## src/rtl/render_pkg.sv

```systemverilog
// Shared types and default widths for the render-loop scheduler.
package render_pkg;

  localparam int FRAME_W = 16;
  localparam int LATE_W  = 8;
  localparam int STAT_W  = 24;

  typedef enum logic [2:0] {
    Idle,
    Clear,
    Proj,
    Draw,
    Hold,
    Swap
  } frame_sched_state_t;

  // States in which a frame is still being rendered (a vsync here is a miss).
  function automatic logic isRenderState(input frame_sched_state_t s);
    return (s == Clear) || (s == Proj) || (s == Draw);
  endfunction

endpackage

```

## src/rtl/frame_sched_rise_detect.sv

```systemverilog
// Rising-edge detector with a registered previous value that resets high,
// so a level already asserted out of reset is not reported as an edge.
module rise_detect (
  input  logic Clk,
  input  logic Reset,
  input  logic sig_i,
  output logic rise_o
);

  logic prev_q;

  always_ff @(posedge Clk) begin
    if (Reset) begin
      prev_q <= 1'b1;
    end else begin
      prev_q <= sig_i;
    end
  end

  assign rise_o = sig_i & ~prev_q;

endmodule

```

## src/rtl/frame_sched.sv

```systemverilog
// Per-frame render scheduler: clear -> project -> draw -> hold -> swap at vsync.
// Optional render-cycle statistic is built when FRAME_SCHED_STATS_EN is defined.
module frame_sched
  import render_pkg::*;
#(
  parameter int FRAME_W = render_pkg::FRAME_W,
  parameter int LATE_W  = render_pkg::LATE_W,
  parameter int STAT_W  = render_pkg::STAT_W
) (
  input  logic               Clk,
  input  logic               Reset,
  input  logic               enable,
  input  logic               vsync,
  output logic               clear_start,
  input  logic               clear_done,
  output logic               proj_start,
  input  logic               proj_done,
  output logic               draw_start,
  input  logic               draw_done,
  output logic               back_buf,
  output logic [FRAME_W-1:0] frame_count,
  output logic [LATE_W-1:0]  late_count,
  output logic               late,
  output logic               busy,
  output logic [STAT_W-1:0]  render_cycles
);

  frame_sched_state_t state_q, state_d;

  logic               firstCycle_q, firstCycle_d;
  logic               clearStart_q, clearStart_d;
  logic               projStart_q, projStart_d;
  logic               drawStart_q, drawStart_d;
  logic               backBuf_q, backBuf_d;
  logic               late_q, late_d;
  logic [FRAME_W-1:0] frameCount_q, frameCount_d;
  logic [LATE_W-1:0]  lateCount_q, lateCount_d;

  logic vsyncRise;
  logic drawAccept;

  rise_detect u_vsyncRise (
    .Clk    (Clk),
    .Reset  (Reset),
    .sig_i  (vsync),
    .rise_o (vsyncRise)
  );

  // Done inputs only count after the first cycle of a stage, so a level
  // left high by the previous frame cannot skip the stage.
  assign drawAccept = (state_q == Draw) && draw_done && !firstCycle_q;

  always_ff @(posedge Clk) begin
    if (Reset) begin
      state_q      <= Idle;
      firstCycle_q <= 1'b0;
      clearStart_q <= 1'b0;
      projStart_q  <= 1'b0;
      drawStart_q  <= 1'b0;
      backBuf_q    <= 1'b0;
      late_q       <= 1'b0;
      frameCount_q <= '0;
      lateCount_q  <= '0;
    end else begin
      state_q      <= state_d;
      firstCycle_q <= firstCycle_d;
      clearStart_q <= clearStart_d;
      projStart_q  <= projStart_d;
      drawStart_q  <= drawStart_d;
      backBuf_q    <= backBuf_d;
      late_q       <= late_d;
      frameCount_q <= frameCount_d;
      lateCount_q  <= lateCount_d;
    end
  end

  always_comb begin
    state_d = state_q;
    case (state_q)
      Idle:    if (enable && vsyncRise) state_d = Clear;
      Clear:   if (clear_done && !firstCycle_q) state_d = Proj;
      Proj:    if (proj_done && !firstCycle_q) state_d = Draw;
      Draw:    if (drawAccept) state_d = vsyncRise ? Swap : Hold;
      Hold:    if (vsyncRise) state_d = Swap;
      Swap:    state_d = enable ? Clear : Idle;
      default: state_d = Idle;
    endcase
  end

  always_comb begin
    firstCycle_d = (state_d != state_q);
    clearStart_d = (state_d == Clear) && (state_q != Clear);
    projStart_d  = (state_d == Proj) && (state_q != Proj);
    drawStart_d  = (state_d == Draw) && (state_q != Draw);

    // A vsync that lands while rendering is a miss, unless draw finishes on it.
    late_d      = vsyncRise && isRenderState(state_q) && !drawAccept;
    lateCount_d = lateCount_q;
    if (late_d && (lateCount_q != '1)) begin
      lateCount_d = lateCount_q + LATE_W'(1);
    end

    backBuf_d    = backBuf_q;
    frameCount_d = frameCount_q;
    if (state_q == Swap) begin
      backBuf_d    = ~backBuf_q;
      frameCount_d = frameCount_q + FRAME_W'(1);
    end

    busy = (state_q != Idle);
  end

  assign clear_start = clearStart_q;
  assign proj_start  = projStart_q;
  assign draw_start  = drawStart_q;
  assign back_buf    = backBuf_q;
  assign frame_count = frameCount_q;
  assign late_count  = lateCount_q;
  assign late        = late_q;

`ifdef FRAME_SCHED_STATS_EN
  logic [STAT_W-1:0] statCnt_q, statCnt_d;
  logic [STAT_W-1:0] renderCycles_q, renderCycles_d;

  // The count includes the current cycle, so the latched value equals the
  // number of cycles spent in Clear, Proj and Draw.
  always_comb begin
    statCnt_d      = statCnt_q;
    renderCycles_d = renderCycles_q;
    if ((state_q == Clear) && firstCycle_q) begin
      statCnt_d = STAT_W'(1);
    end else if (isRenderState(state_q) && (statCnt_q != '1)) begin
      statCnt_d = statCnt_q + STAT_W'(1);
    end
    if ((state_q == Draw) && ((state_d == Hold) || (state_d == Swap))) begin
      renderCycles_d = statCnt_d;
    end
  end

  always_ff @(posedge Clk) begin
    if (Reset) begin
      statCnt_q      <= '0;
      renderCycles_q <= '0;
    end else begin
      statCnt_q      <= statCnt_d;
      renderCycles_q <= renderCycles_d;
    end
  end

  assign render_cycles = renderCycles_q;
`else
  assign render_cycles = '0;
`endif

endmodule

```

## config.mk

```make
export PLATFORM = sky130hd
export DESIGN_NAME = frame_sched
export DESIGN_NICKNAME = d
export VERILOG_FILES = /design/src/rtl/render_pkg.sv /design/src/rtl/frame_sched_rise_detect.sv /design/src/rtl/frame_sched.sv
export SDC_FILE = /design/constraint.sdc
export NUM_CORES = 1
export LEC_CHECK = 0
export CAP_MARGIN = 20
export CORE_ASPECT_RATIO = 1.4
export CORE_MARGIN = 2
export CORE_UTILIZATION = 43
export CTS_BUF_LIST = sky130_fd_sc_hd__clkbuf_2 sky130_fd_sc_hd__clkbuf_4 sky130_fd_sc_hd__clkbuf_8
export CTS_CLUSTER_SIZE = 40
export DETAILED_ROUTE_END_ITERATION = 10
export PLACE_DENSITY = 0.77
export SKIP_LAST_GASP = 1
export SYNTH_ARGS = -nofsm -noshare
export SYNTH_HDL_FRONTEND = slang
export SYNTH_SLANG_ARGS = --single-unit
export TNS_END_PERCENT = 1
```

## constraint.sdc

```tcl
create_clock -name Clk -period 1.7 [get_ports Clk]
set_input_delay 0.17 -clock Clk [delete_from_list [all_inputs] [get_ports Clk]]
set_output_delay 0.17 -clock Clk [all_outputs]
set_load 0.01 [all_outputs]
```

==> results.yml, run 1 <==
floorplanning:
  rows: 28
  core_um2: 4170
  initial_utilization_pct: 43.9
  ios: 61
  die_area_um2: 4800
  fp.dieH_um: 81.2
  dieWidth_um: 59.1
hold_path:
  hp-class: "reg -> reg"
power:
  cellLeakagePower_uw: 0.000937
  vdd_drop_max_mv: 0.425
  power.density_nw_per_um2: 663
  p_total_uw: 1640
placed_design:
  port-buffer-count: 36
  gp_congestion: 0.875
  dp_hpwl_um: 2780
  placed_area_um2: 2290
  place_inst: 309
yosys:
  ys.flop_type: "dfxtp_1"
  mappedNetlistArea_um2: 1830
  synth_area_leader_cell: "dfxtp_1"
  synthAdderAreaFrac_pct: 1.37
  synth_cell_types: 47
  yosys-top-cells-area: "dfxtp_1 37%, buf_4 9.8%, nor2_1 5.1%, a21oi_1 3.0%, xnor2_1 2.9%"
  syn_avg_cell_area_um2: 8.59
  synth_edf_count: 0
  synthArstFlopShare_pct: 0
  synth_simple_gate_area_share_pct: 28.5
  synth_warnings: 0
  synthCells: 213
  synth_seq_area_share_pct: 37.2
  yosysTopAreaCellShare_pct: 37.2
  synth-xor-area-share_pct: 5.27
  synth-seq-cells: 34
  synth_top_family_by_area: "simple AND/OR/NAND/NOR gates"
  synthMuxAreaShare_pct: 3.56
  synth_compound_area_share_pct: 10.4
setup_path:
  critPathRequiredTime_ns: 1.93
  path_class: "reg -> reg"
  r2r_slack_ns: -0.04
  worst-path-buf-inv: 0
  path_delay_family: "simple AND/OR/NAND/NOR gates"
  arrival_ns: 1.97
  cpPeakStageDelay_ns: 0.55
  r2r_end: "late_count[5]$_SDFFE_PP0P_"
  reg2reg_from: "state_q[0]$_SDFF_PP0_"
  cp_max_fo: 7
  crit_path_start_kind: "register"
  ff2ff_path_depth: 4
  worstSetupEndpoint: "late_count[5]$_SDFFE_PP0P_"
  critPathLaunch: "state_q[0]$_SDFF_PP0_"
  end_kind: "register"
  cp_slowest_cell: "or4_4"
  cp_num_cells: 4
  crit_chain: "and3b_1 > a2111o_1 > or4_4 > a21oi_2"
status:
  outcome: "finished with violations"
  failed_checks: "negative setup slack"
final_layout:
  seq_area_um2: 691
  diodes: 0
  mostFrequentLayoutCells: "36 x clkdlybuf4s50_1, 30 x dfxtp_1, 27 x buf_4"
  n_fill_cell: 385
  drive_gt1_share_pct: 21.2
  final_common_cell: "clkdlybuf4s50_1"
  multi_input_area_um2: 1040
  layout.nets: 281
  final_cell_area_um2: 2470
  syn_to_final_growth_pct: 35.0
  final_cells: 318
sta:
  worst_clock_skew_ns: 0.00746
  setup_viol: 4
  final_hold_viol_count: 0
  drv_slew: 0
  max_freq_mhz: 575
  rsz0062_at_grt: "yes"
  setup_ws_ns: -0.0384
  finalSetupTns_ns: -0.0804
  period_share_pct: 102
  period_minus_slack_ns: 1.74
detailed_routing:
  vias: 1662
  routed_wl_um: 3870
  viasPerCell: 5.23
  drt_iter0_drc: 36
  drt_pre_antenna_iters: 4
  ant_nets: 0
  wl_per_cell_um: 12.2
  drc: 0
run:
  maxCapViolations: 0
clock_network:
  cts.sinks: 34
  cts_inserted_buffers: 5
  clkTransAtPathRegs_ns: 0.07
  clk_path_buf_depth: 2
  clockRootBuffer: "clkbuf_8"
  cts_tree: "done"
  clk_latency_ns: 0.29
  cts_htree_levels: 2
grt:
  grt_start_max_net_pins: 27
  grt_pass1_wl_um: 6270
  grt_use_total_pct: 16.9
  antenna_found_initial: 0
  grt_pass1_vias: 1501
  grt.overflow.total: 0
-- through the flow --
step	hold slack, ns	utilization (%)	setup slack, ns
2_1_floorplan	0.277	-	0.0138
3_3_place_gp	0.494	55.0	-0.270
3_5_place_dp	0.510	55.0	-0.305
4_1_cts	0.522	57.9	-0.0671
5_1_grt	0.557	59.2	-0.0792
6_report	0.518	59.2	-0.0384
-- cell usage after synthesis, types with 5 or more instances --
cell type,count
or3_1,5
nor2_1,25
dfxtp_1,34
nand2_1,11
nor2b_1,5
nand4_1,6
a21oi_1,11
clkbuf_1,6
buf_4,24
nand3_1,8
xor2_1,5
xnor2_1,6
-- final cells by class --
class / count / share of cell area [%]
well taps: 45 / 2.28
clock inverters: 3 / 1.62
clock buffers: 5 / 2.79
repair buffers: 63 / 22.8
multi-input cells: 165 / 42.1
flip-flops and latches: 34 / 28.0
inverters: 3 / 0.456
-- state kept, by name, indices dropped and copies added, names as in the netlist --
signal and cells:
proj_start 1, late 1, late_count 8, clear_start 1, state_q 3, draw_start 1
firstCycle_q 1, frame_count 16, back_buf 1, u_vsyncRise.prev_q 1
-- worst min path at each step --
| stage | startpoint | to | slack, ns | cells past startpoint |
|---|---|---|---|---|
| after floorplan | vsync | u_vsyncRise.prev_q$_SDFF_PP1_ | 0.28 | 1 |
| after global placement | late_count[1]$_SDFFE_PP0P_ | late_count[1]$_SDFFE_PP0P_ | 0.49 | 2 |
| after detailed placement | frame_count[11]$_SDFFE_PP0N_ | frame_count[11]$_SDFFE_PP0N_ | 0.51 | 2 |
| after CTS | frame_count[1]$_SDFFE_PP0N_ | frame_count[1]$_SDFFE_PP0N_ | 0.52 | 2 |
| after global routing | vsync | u_vsyncRise.prev_q$_SDFF_PP1_ | 0.56 | 2 |
| final | frame_count[11]$_SDFFE_PP0N_ | frame_count[11]$_SDFFE_PP0N_ | 0.52 | 2 |
-- power by group --
| part | switching [uW] | leakage [uW] | internal (uW) |
|---|---|---|---|
| Sequential | 3.53 | 0.000277 | 800 |
| Clock | 292 | 0.0000579 | 431 |
| Combinational | 65.3 | 0.000602 | 44.7 |
| Total | 361 | 0.000937 | 1280 |
-- routing by layer --
layer | GRT usage (%) | up-vias | part of all wire [%]
li1 | - | 820 | -
met5 | 0 | - | 0
met4 | 8.86 | 0 | 2.2
met3 | 4.46 | 9 | 4.6
met2 | 29.4 | 56 | 51
met1 | 18.4 | 777 | 42
-- worst min-delay path, stage by stage (launching register included) --
cell and delay [ns]:
dfxtp_1 0.33, o21ai_0 0.08, a21oi_1 0.06
-- cell families after synthesis --
logic type                 Yosys count
other                                1
buffers and inverters               37
DFF                                 34
AOI/OAI and AO/OA                   29
adders and majority gates            2
muxes                                6
xor gates and xnor gates            11
and+or+nand+nor                     93
-- repair_timing --
action                     CTS  global route
buffers inserted             1             0
hold buffers                 0             0
resized for setup            3            12
gates cloned                 0             0
setup endpoints to repair   11            13
pin swaps                    6             3
(Power assumes the default switching activity.)
==> inputs of run 2 (changes only) <==
Settings changed: CORE_UTILIZATION 43 to 51, HOLD_SLACK_MARGIN set to 0.08, PLACE_DENSITY 0.77 to 0.86.
Clock period 1.7 ns to 2.2 ns, I/O delays scaled along.
==> run 2 against run 1 <==
The run now ends clean; sequential power decreased by 22%; clock skew is 0.0032 ns lower; critical path type is now reg -> out; combinational power fell by 33%; largest power group unchanged; critical endpoint is now busy.
==> results.yml, run 2 (same netlist as run 1, synthesis figures left out) <==
detailed_routing:
  ant_nets: 0
  drc: 0
  vias: 1543
  drt_iter0_drc: 31
  drt_pre_antenna_iters: 4
  viasPerCell: 5.28
  routed_wl_um: 3530
  wl_per_cell_um: 12.1
sta:
  tightestPinTransition_ns: 0.585
  finalSetupTns_ns: 0
  drv_slew: 0
  rsz0062_at_grt: "no"
  period_minus_slack_ns: 1.85
  worst_clock_skew_ns: 0.00427
  setup_viol: 0
  max_freq_mhz: 539
  max_slew_margin_pct: 60.6
  final_hold_viol_count: 0
  period_share_pct: 84.3
final_layout:
  mostFrequentLayoutCells: "36 x clkdlybuf4s50_1, 34 x dfxtp_1, 25 x nor2_1"
  fin_util_pct: 66.0
  seq_area_um2: 681
  diodes: 0
  largest_reg_flops: 16
  n_fill_cell: 286
  syn_to_final_growth_pct: 23.0
  final_cell_area_um2: 2250
  layout.nets: 260
  final_common_cell: "clkdlybuf4s50_1"
  multi_input_area_um2: 988
  drive_gt1_share_pct: 9.13
power:
  clock_power_share_pct: 45.9
  cellLeakagePower_uw: 0.000822
  p_switching_uw: 277
  vdd_drop_max_mv: 0.448
  power.density_nw_per_um2: 573
  power_frac_seq_pct: 48.4
  swShare_pct: 21.5
  p_int_uw: 1010
  comb_power_share_pct: 5.7
setup_path:
  critPathLaunch: "state_q[2]$_SDFF_PP0_"
  crit_path_start_kind: "register"
  path_delay_family: "buffers and inverters"
  cp_max_fo: 15
  critPathRequiredTime_ns: 1.98
  path_class: "reg -> out"
  cp_slowest_cell: "dfxtp_1"
  cpPeakStageDelay_ns: 0.57
  crit_chain: "inv_1 > nand2_1 > clkdlybuf4s50_1"
  worst-path-buf-inv: 2
  arrival_ns: 1.63
  end_kind: "output pin"
  reg2reg_from: "state_q[0]$_SDFF_PP0_"
floorplanning:
  ios: 61
  core_um2: 3410
  die_area_um2: 4090
  fp.dieH_um: 74.9
  rows: 25
  initial_utilization_pct: 53.7
  dieWidth_um: 54.6
grt:
  grt_pass1_wl_um: 5870
  antenna_found_initial: 0
  grt.overflow.total: 0
  grt_use_total_pct: 19.4
  grt_pass1_vias: 1389
  grt_start_max_net_pins: 21
placed_design:
  dp_hpwl_um: 2660
  placed_area_um2: 2140
  gp_congestion: 0.888
  port-buffer-count: 36
clock_network:
  cts_repair_resize_count: 0
  clk_path_buf_depth: 2
  cts_tree: "done"
  clockRootBuffer: "clkbuf_8"
  clk_latency_ns: 0.28
  post-cts-setup-buffers: 0
  cts_htree_levels: 2
  cts_inserted_buffers: 5
  cts.sinks: 34
  hold_buffers: 0
  clkTransAtPathRegs_ns: 0.07
hold_path:
  hp-class: "reg -> reg"
  min_from: "frame_count[13]$_SDFFE_PP0N_"
status:
  outcome: "finished clean"
run:
  maxCapViolations: 0
## run 2: per-stage QoR
step | hold slack [ns] | total power, uW | std cells | setup WS, ns
6_report | 0.520 | 1290 | 292 | 0.346
5_1_grt | 0.548 | 1330 | 292 | 0.206
4_1_cts | 0.517 | 1300 | 292 | 0.345
3_5_place_dp | 0.506 | 711 | 284 | 0.0607
3_3_place_gp | 0.490 | 710 | 284 | 0.0784
2_1_floorplan | 0.327 | 716 | 236 | 0.449
## run 2: cell type report
| cell class | count | area share [%] |
|---|---|---|
| repair buffers | 42 | 18.0 |
| well taps | 40 | 2.22 |
| clock buffers | 7 | 3.73 |
| clock inverters | 1 | 1.33 |
| flip-flops and latches | 34 | 30.3 |
| inverters | 3 | 0.501 |
| multi-input cells | 165 | 43.9 |
## run 2: worst reg2reg max path: cells and delay by family, from the launching register on
| family | cells | cell delay, ns |
|---|---|---|
| muxes | 1 | 0.36 |
| AOI/OAI and AO/OA | 2 | 0.79 |
| and+or+nand+nor | 1 | 0.21 |
| DFF | 1 | 0.37 |
## run 2: routing by layer
metal | GRT usage (%) | share of wire, % | up-vias
li1 | - | - | 783
met5 | 0 | 0 | -
met4 | 6.94 | 1.3 | 0
met1 | 21.9 | 41 | 711
met2 | 34.3 | 53 | 44
met3 | 4.76 | 4.6 | 5
## run 2: worst paths after layout
| kind | end | slack (ns) | cells after the start |
|---|---|---|---|
| worst max-delay path | busy | 0.35 | 3 |
| worst min-delay path | frame_count[13]$_SDFFE_PP0N_ | 0.52 | 2 |
| worst max register to register | late_count[0]$_SDFFE_PP0P_ | 0.36 | 4 |
| worst min register to register | frame_count[13]$_SDFFE_PP0N_ | 0.52 | 2 |
## run 2: power groups by stage
stage                     Combinational [uW]  Sequential, uW  Clock (uW)
after global routing                    83.3             623         626
after detailed placement                73.3             637           0
after floorplan                         78.9             637           0
after CTS                               73.3             623         599
final                                   73.5             623         592
after global placement                  72.8             637           0
